### src/rtl/sdf_butterfly.sv
`default_nettype none
// ============================================================================
//  Module      : sdf_butterfly
//  Description : Radix-2 single-path delay-feedback (DIF) butterfly stage,
//                no twiddle multiply. Emits sums in the second half-frame and
//                the matching differences in the next frame's first half.
//  Revision    : 1.0 - initial release
// ============================================================================
module sdf_butterfly #(
    parameter int IN_W  = 10,
    parameter int DELAY = 4,
    localparam int OUT_W = IN_W + 1,
    localparam int IDX_W = $clog2(2 * DELAY)
) (
    input  logic                    clk,
    input  logic                    i_reset,
    input  logic                    i_init,
    input  logic                    i_vld,
    input  logic signed [IN_W-1:0]  i_re,
    input  logic signed [IN_W-1:0]  i_im,
    output logic                    o_vld,
    output logic signed [OUT_W-1:0] o_re,
    output logic signed [OUT_W-1:0] o_im,
    output logic [IDX_W-1:0]        o_idx
);

    // DELAY is a power of two, so the counter MSB alone marks the second half.
    localparam logic [IDX_W-1:0] c_phase_bit = IDX_W'(DELAY);
    localparam logic [IDX_W-1:0] c_last_a    = IDX_W'(DELAY - 1);
    localparam logic [IDX_W-1:0] c_last      = IDX_W'(2 * DELAY - 1);

    logic [IDX_W-1:0]        r_cnt;
    logic                    r_primed;
    logic signed [OUT_W-1:0] r_dl_re [DELAY];
    logic signed [OUT_W-1:0] r_dl_im [DELAY];

    logic                    w_accept;
    logic                    w_phase_b;
    logic                    w_out_vld;
    logic [IDX_W-1:0]        w_cnt_next;
    logic [IDX_W-1:0]        w_out_idx;
    logic signed [OUT_W-1:0] w_in_re,   w_in_im;
    logic signed [OUT_W-1:0] w_head_re, w_head_im;
    logic signed [OUT_W-1:0] w_push_re, w_push_im;
    logic signed [OUT_W-1:0] w_out_re,  w_out_im;

    assign w_accept   = i_vld & ~i_init;
    assign w_phase_b  = r_cnt[IDX_W-1];
    assign w_in_re    = {i_re[IN_W-1], i_re};
    assign w_in_im    = {i_im[IN_W-1], i_im};
    assign w_head_re  = r_dl_re[DELAY-1];
    assign w_head_im  = r_dl_im[DELAY-1];
    assign w_cnt_next = (r_cnt == c_last) ? '0 : r_cnt + IDX_W'(1);
    // Sums carry k = cnt-DELAY (MSB clear); differences carry DELAY+k (MSB set).
    assign w_out_idx  = r_cnt ^ c_phase_bit;
    assign w_out_vld  = w_accept & (w_phase_b | r_primed);

    always_comb begin
        w_push_re = w_in_re;
        w_push_im = w_in_im;
        w_out_re  = w_head_re;
        w_out_im  = w_head_im;
        if (w_phase_b) begin
            w_push_re = w_head_re - w_in_re;
            w_push_im = w_head_im - w_in_im;
            w_out_re  = w_head_re + w_in_re;
            w_out_im  = w_head_im + w_in_im;
        end
    end

    // Delay-line contents are never observable until refilled after reset/init.
    always_ff @(posedge clk) begin
        if (w_accept) begin
            for (int k = DELAY - 1; k > 0; k--) begin
                r_dl_re[k] <= r_dl_re[k-1];
                r_dl_im[k] <= r_dl_im[k-1];
            end
            r_dl_re[0] <= w_push_re;
            r_dl_im[0] <= w_push_im;
        end
    end

    always_ff @(posedge clk or posedge i_reset) begin
        if (i_reset) begin
            r_cnt    <= '0;
            r_primed <= 1'b0;
            o_vld    <= 1'b0;
            o_re     <= '0;
            o_im     <= '0;
            o_idx    <= '0;
        end else if (i_init) begin
            r_cnt    <= '0;
            r_primed <= 1'b0;
            o_vld    <= 1'b0;
        end else begin
            o_vld <= w_out_vld;
            if (w_accept) begin
                r_cnt <= w_cnt_next;
                if (r_cnt == c_last_a) begin
                    r_primed <= 1'b1;
                end
            end
            if (w_out_vld) begin
                o_re  <= w_out_re;
                o_im  <= w_out_im;
                o_idx <= w_out_idx;
            end
        end
    end

endmodule
`default_nettype wire

### config.mk
export PLATFORM = sky130hd
export DESIGN_NAME = sdf_butterfly
export DESIGN_NICKNAME = d
export VERILOG_FILES = /design/src/rtl/sdf_butterfly.sv
export SDC_FILE = /design/constraint.sdc
export NUM_CORES = 1
export LEC_CHECK = 0
export CAP_MARGIN = 20
export CORE_MARGIN = 2
export CORE_UTILIZATION = 59
export CTS_CLUSTER_SIZE = 12
export DETAILED_ROUTE_END_ITERATION = 7
export GPL_ROUTABILITY_DRIVEN = 0
export PLACE_DENSITY = 0.89
export RECOVER_POWER = 25
export SLEW_MARGIN = 10
export SYNTH_ARGS = -nofsm -noshare
export SYNTH_HDL_FRONTEND = slang
export SYNTH_SLANG_ARGS = --single-unit
### constraint.sdc
create_clock -name clk -period 3.05 [get_ports clk]
set_input_delay 0.4575 -clock clk [delete_from_list [all_inputs] [get_ports clk]]
set_output_delay 0.4575 -clock clk [all_outputs]
set_load 0.02 [all_outputs]
[After elaboration in Yosys (flattened, before gate mapping)]
Memory sizes are Yosys's and may differ from the RTL's.
Cells that the tools add are included.
Widths: inputs -> output; s select.
Operators by class
  add/sub/neg operators: 5
  $mul: 0
  div/mod/pow operators: 0
  order comparisons: 0
  equal/unequal tests: 2
  shift operators: 0
  mux-type cells: 13
  bitwise logic cells: 5
  reduce and logical (&&, ||, !) cells: 4
Operators with widths (count)
  $mux 11: 4
  $add 11x10->11: 2
  $sub 11x10->11: 2
  $mux 3: 3
  $mux 1: 6
  $reduce_and 2->1: 2
  $reduce_bool 2->1: 2
  $add 3x1->3 const B: 1
  $eq 3x2->1 const B: 1
  $eq 3x3->1 const B: 1
  $and 1x1->1: 2
  $not 1->1: 2
  $or 1x1->1: 1
Word-level totals
  register bits after elaboration: 30
  bits in latches: 0
  RAM bits: 88
  memory bits (read-only): 0
  bits of input ports: 24
  output and inout bits: 26
  logic and storage cells: 37
  memories kept: 2
Memories
  r_dl_im: depth 4, width 11, read ports 4, clocked after memory_dff 0, write ports 4, RTL line 35  | logic signed [OUT_W-1:0] r_dl_im [DELAY];
  r_dl_re: depth 4, width 11, read ports 4, clocked after memory_dff 0, write ports 4, RTL line 34  | logic signed [OUT_W-1:0] r_dl_re [DELAY];

[Longest topological paths before layout]
  word-level depth: 4
  depth in mapped cells: 10
  mapped depth without buffers: 10

[Worst setup path before layout]
Ideal clock, no wire load.
  path type: input -> register
  from: in i_vld
  to: reg o_re[8]
  setup time: 95 ps
  arrival time: 2374 ps
  data required time: 2955 ps
  path slack: 581 ps
  stages on the path: 6
  buffers on the path: 2
  cells stage by stage: clkbuf_2 > nand2b_1 > inv_1 > buf_2 > o22ai_1 > a211oi_1
Between the ends
  cells in the longest elaborated chain, start to end: 3
RTL lines
  start: declaration: RTL line 18  | input logic i_vld,
  $and 1x1->1: RTL line 47  | assign w_accept = i_vld & ~i_init;
  via w_accept: RTL line 37  | logic w_accept;
  $and 1x1->1: RTL line 56  | assign w_out_vld = w_accept & (w_phase_b | r_primed);
  $reduce_and 2->1 (no line)
  end signal: assignment: RTL line 104  | o_re <= w_out_re;
  end: declaration: RTL line 22  | output logic signed [OUT_W-1:0] o_re,
The timed path passes the listed nets, and every way through them passes these cells.
A chain may end at the register's enable or synchronous reset.

==> flow_summary.yaml <==
clock_network:
  cts_tree: "yes"
  cts.htree.levels: 4
  cts_made_buffers: 17
  clk_pin_slew_worst_paths_ns: 0.06
  cts.repair.resized: 0
  cts.path.max_buffers: 2
  clock-sinks: 118
  post_cts_buffers: 0
  hold_buffers: 0
  root_buffer: "clkbuf_8"
  clk-insertion-delay-late_ns: 0.53
global_routing:
  grt_pass1_vias: 4678
  grt_overflow: 0
  grt_pass1_wl_mm: 22.5
  antenna_found_initial: 0
  track_usage_pct: 25.7
  grt_max_degree: 36
finish:
  final_cell_mix: "edfxtp_1, nor2_1, clkdlybuf4s50_1"
  seq_area_sq_um: 3390
  diodes: 0
  fin_nets: 687
  drive_gt1_share_pct: 10.8
  fillers: 689
  layoutNonFillerInstCount: 765
  multi_input_area_sq_um: 2630
  area_growth_pct: 18.2
  final_common_cell: "edfxtp_1"
drt:
  vias_per_cell: 5.98
  via_count: 4577
  drc: 0
  wl_per_cell_microns: 17.8
  firstDrtPassIters: 6
  postRouteAntennaNets: 0
  wirelength_mm: 13.6
  drtIter0Drc: 373
critical_path:
  reg2reg_slack_ns: 0.49
  arrival_ns: 2.83
  cp_max_fo: 3
  critPathMaxStageDelay_ns: 0.44
  r2r_start: "r_dl_im[3][0]"
  crit_type: "reg -> reg"
  path_common_cell: "inv_1"
  crit_path_start_kind: "flop"
  startpoint: "r_dl_im[3][0]"
  cp_cell_sequence: "inv_1, ha_1, inv_1, fa_1, a21oi_1, nor2b_1, a311oi_2, o21bai_1, mux2i_1, o211ai_1"
  worst_setup_path_end_kind: "flop"
  crit_slowest_cell: "a311oi_2"
  crit_required_ns: 3.32
flow_run:
  max_cap_violations: 1
die:
  die_w_microns: 108
  io_pins: 50
  row_count: 37
  start_util_pct: 61.1
  die_h_microns: 108
  core-area_sq_um: 10400
  dieArea_sq_um: 11600
placed_design:
  dp.cells: 733
  dpl.hpwl_mm: 9.10
  io_buffer_count: 49
  post-place-ws_ns: 0.0124
yosys:
  synth.distinct_cells: 63
  synthCells: 567
  synth_warnings: 0
  ys_seq_area_share_pct: 53.6
  ys_seq_elements: 118
  ys.flop_type: "edfxtp_1"
  synth-edff-count: 88
  synth_area_sq_um: 6330
  synth_nets: 638
  ys_async_sr_fraction_pct: 25.4
  avgSynthCellArea_sq_um: 11.2
pwr:
  p_per_area_nw_per_um2: 619
  total_power_mw: 4.63
  ir_drop_mv: 0.441
  p_leak_nw: 2.96
outcome:
  status: "finished with violations"
  violations: "max-capacitance violations, max-slew violations"
hold_path:
  min_path_type: "reg -> reg"
  min-delay-start: "r_dl_re[1][0]"
sta:
  finClkSkew_ns: 0.00671
  rsz0062_at_grt: "false"
  whs_ns: 0.419
  fin_setup_tns_ns: 0
  post-route-period-util_pct: 84.1
  fin_ws_ns: 0.486
  finalCriticalPeriod_ns: 2.56
  max-slew-margin-rel_pct: -11.1
  hold_viol: 0
  tightest_slew_ns: 1.67
  fmax_mhz: 390
  slew_violations: 31
  setup_viol: 0
-- logic make-up (layout without fill, tap and decap cells) --
kind of cell	after synthesis	count (layout)	synth area share (%)
simple gates	153	153	11.1
compound gates	138	138	14.8
flops	118	118	53.6
buf+inv	72	134	4.94
fa+ha+maj	47	47	9.76
xor+xnor	22	22	3.04
mux	17	17	2.75
-- worst max-delay path: cells and delay by family (launching register included) --
| kind | cells | cell delay [ns] |
|---|---|---|
| mux | 1 | 0.17 |
| flops | 1 | 0.43 |
| compound gates | 4 | 0.89 |
| buf+inv | 2 | 0.16 |
| fa+ha+maj | 2 | 0.57 |
| simple gates | 1 | 0.10 |
-- where the power goes --
part | switching [mW] | total, mW | internal [mW]
clock | 0.753 | 1.91 | 1.16
combinational | 0.432 | 0.767 | 0.335
sequential | 0.0850 | 1.95 | 1.87
-- per-stage QoR --
| step | util, % | area, sq um |
|---|---|---|
| 6_report | 72.2 | 7490 |
| 5_1_grt | 72.2 | 7490 |
| 4_1_cts | 72.2 | 7490 |
| 3_5_place_dp | 66.7 | 6920 |
| 3_3_place_gp | 66.7 | 6920 |
| 2_1_floorplan | - | 6330 |
-- path summary, 6_finish.rpt --
kind | endpoint | cells after the start
min reg2reg | r_dl_re[2][0] | 0
max | r_dl_im[0][8] | 10
max reg2reg | r_dl_im[0][8] | 10
min | r_dl_re[2][0] | 0
max in group asynchronous | r_cnt[2] | 3
min in group asynchronous | o_im[1] | 3
-- per-layer routing --
metal | vias to the layer above | routed length [microns] | GRT usage (%)
met5 | - | 0 | 0
li1 | 2128 | - | -
met3 | 38 | 719 | 6.96
met4 | 0 | 408 | 11.8
met1 | 2240 | 5700 | 31.7
met2 | 171 | 6800 | 42.4
-- sequential cells by signal, summed over array words and instances (netlist names) --
signal / cells
o_idx: 3
o_re: 11
r_primed: 1
r_dl_im: 44
r_cnt: 3
r_dl_re: 44
o_vld: 1
o_im: 11
-- synthesized netlist by cell type, drive strengths merged (9+ instances only) --
| cell | n | area [sq um] |
|---|---|---|
| a211oi | 9 | 87.6 |
| a21oi | 44 | 250 |
| buf | 21 | 120 |
| dfrtp | 30 | 751 |
| edfxtp | 88 | 2640 |
| ha | 43 | 538 |
| inv | 43 | 161 |
| mux2i | 14 | 140 |
| nand2 | 45 | 169 |
| nand3 | 11 | 55.1 |
| nor2 | 53 | 199 |
| nor3 | 11 | 55.1 |
| o21ai | 31 | 159 |
| xnor2 | 15 | 131 |
-- area by class of cell --
type	instances	area share, %
multi-input combinational	377	35.1
tap	136	2.27
inverter	43	2.17
clock buffer	17	5.53
clock inverter	15	2.11
timing repair buffer	59	7.50
sequential	118	45.3
Note: power is estimated with default switching activity, not from simulation.
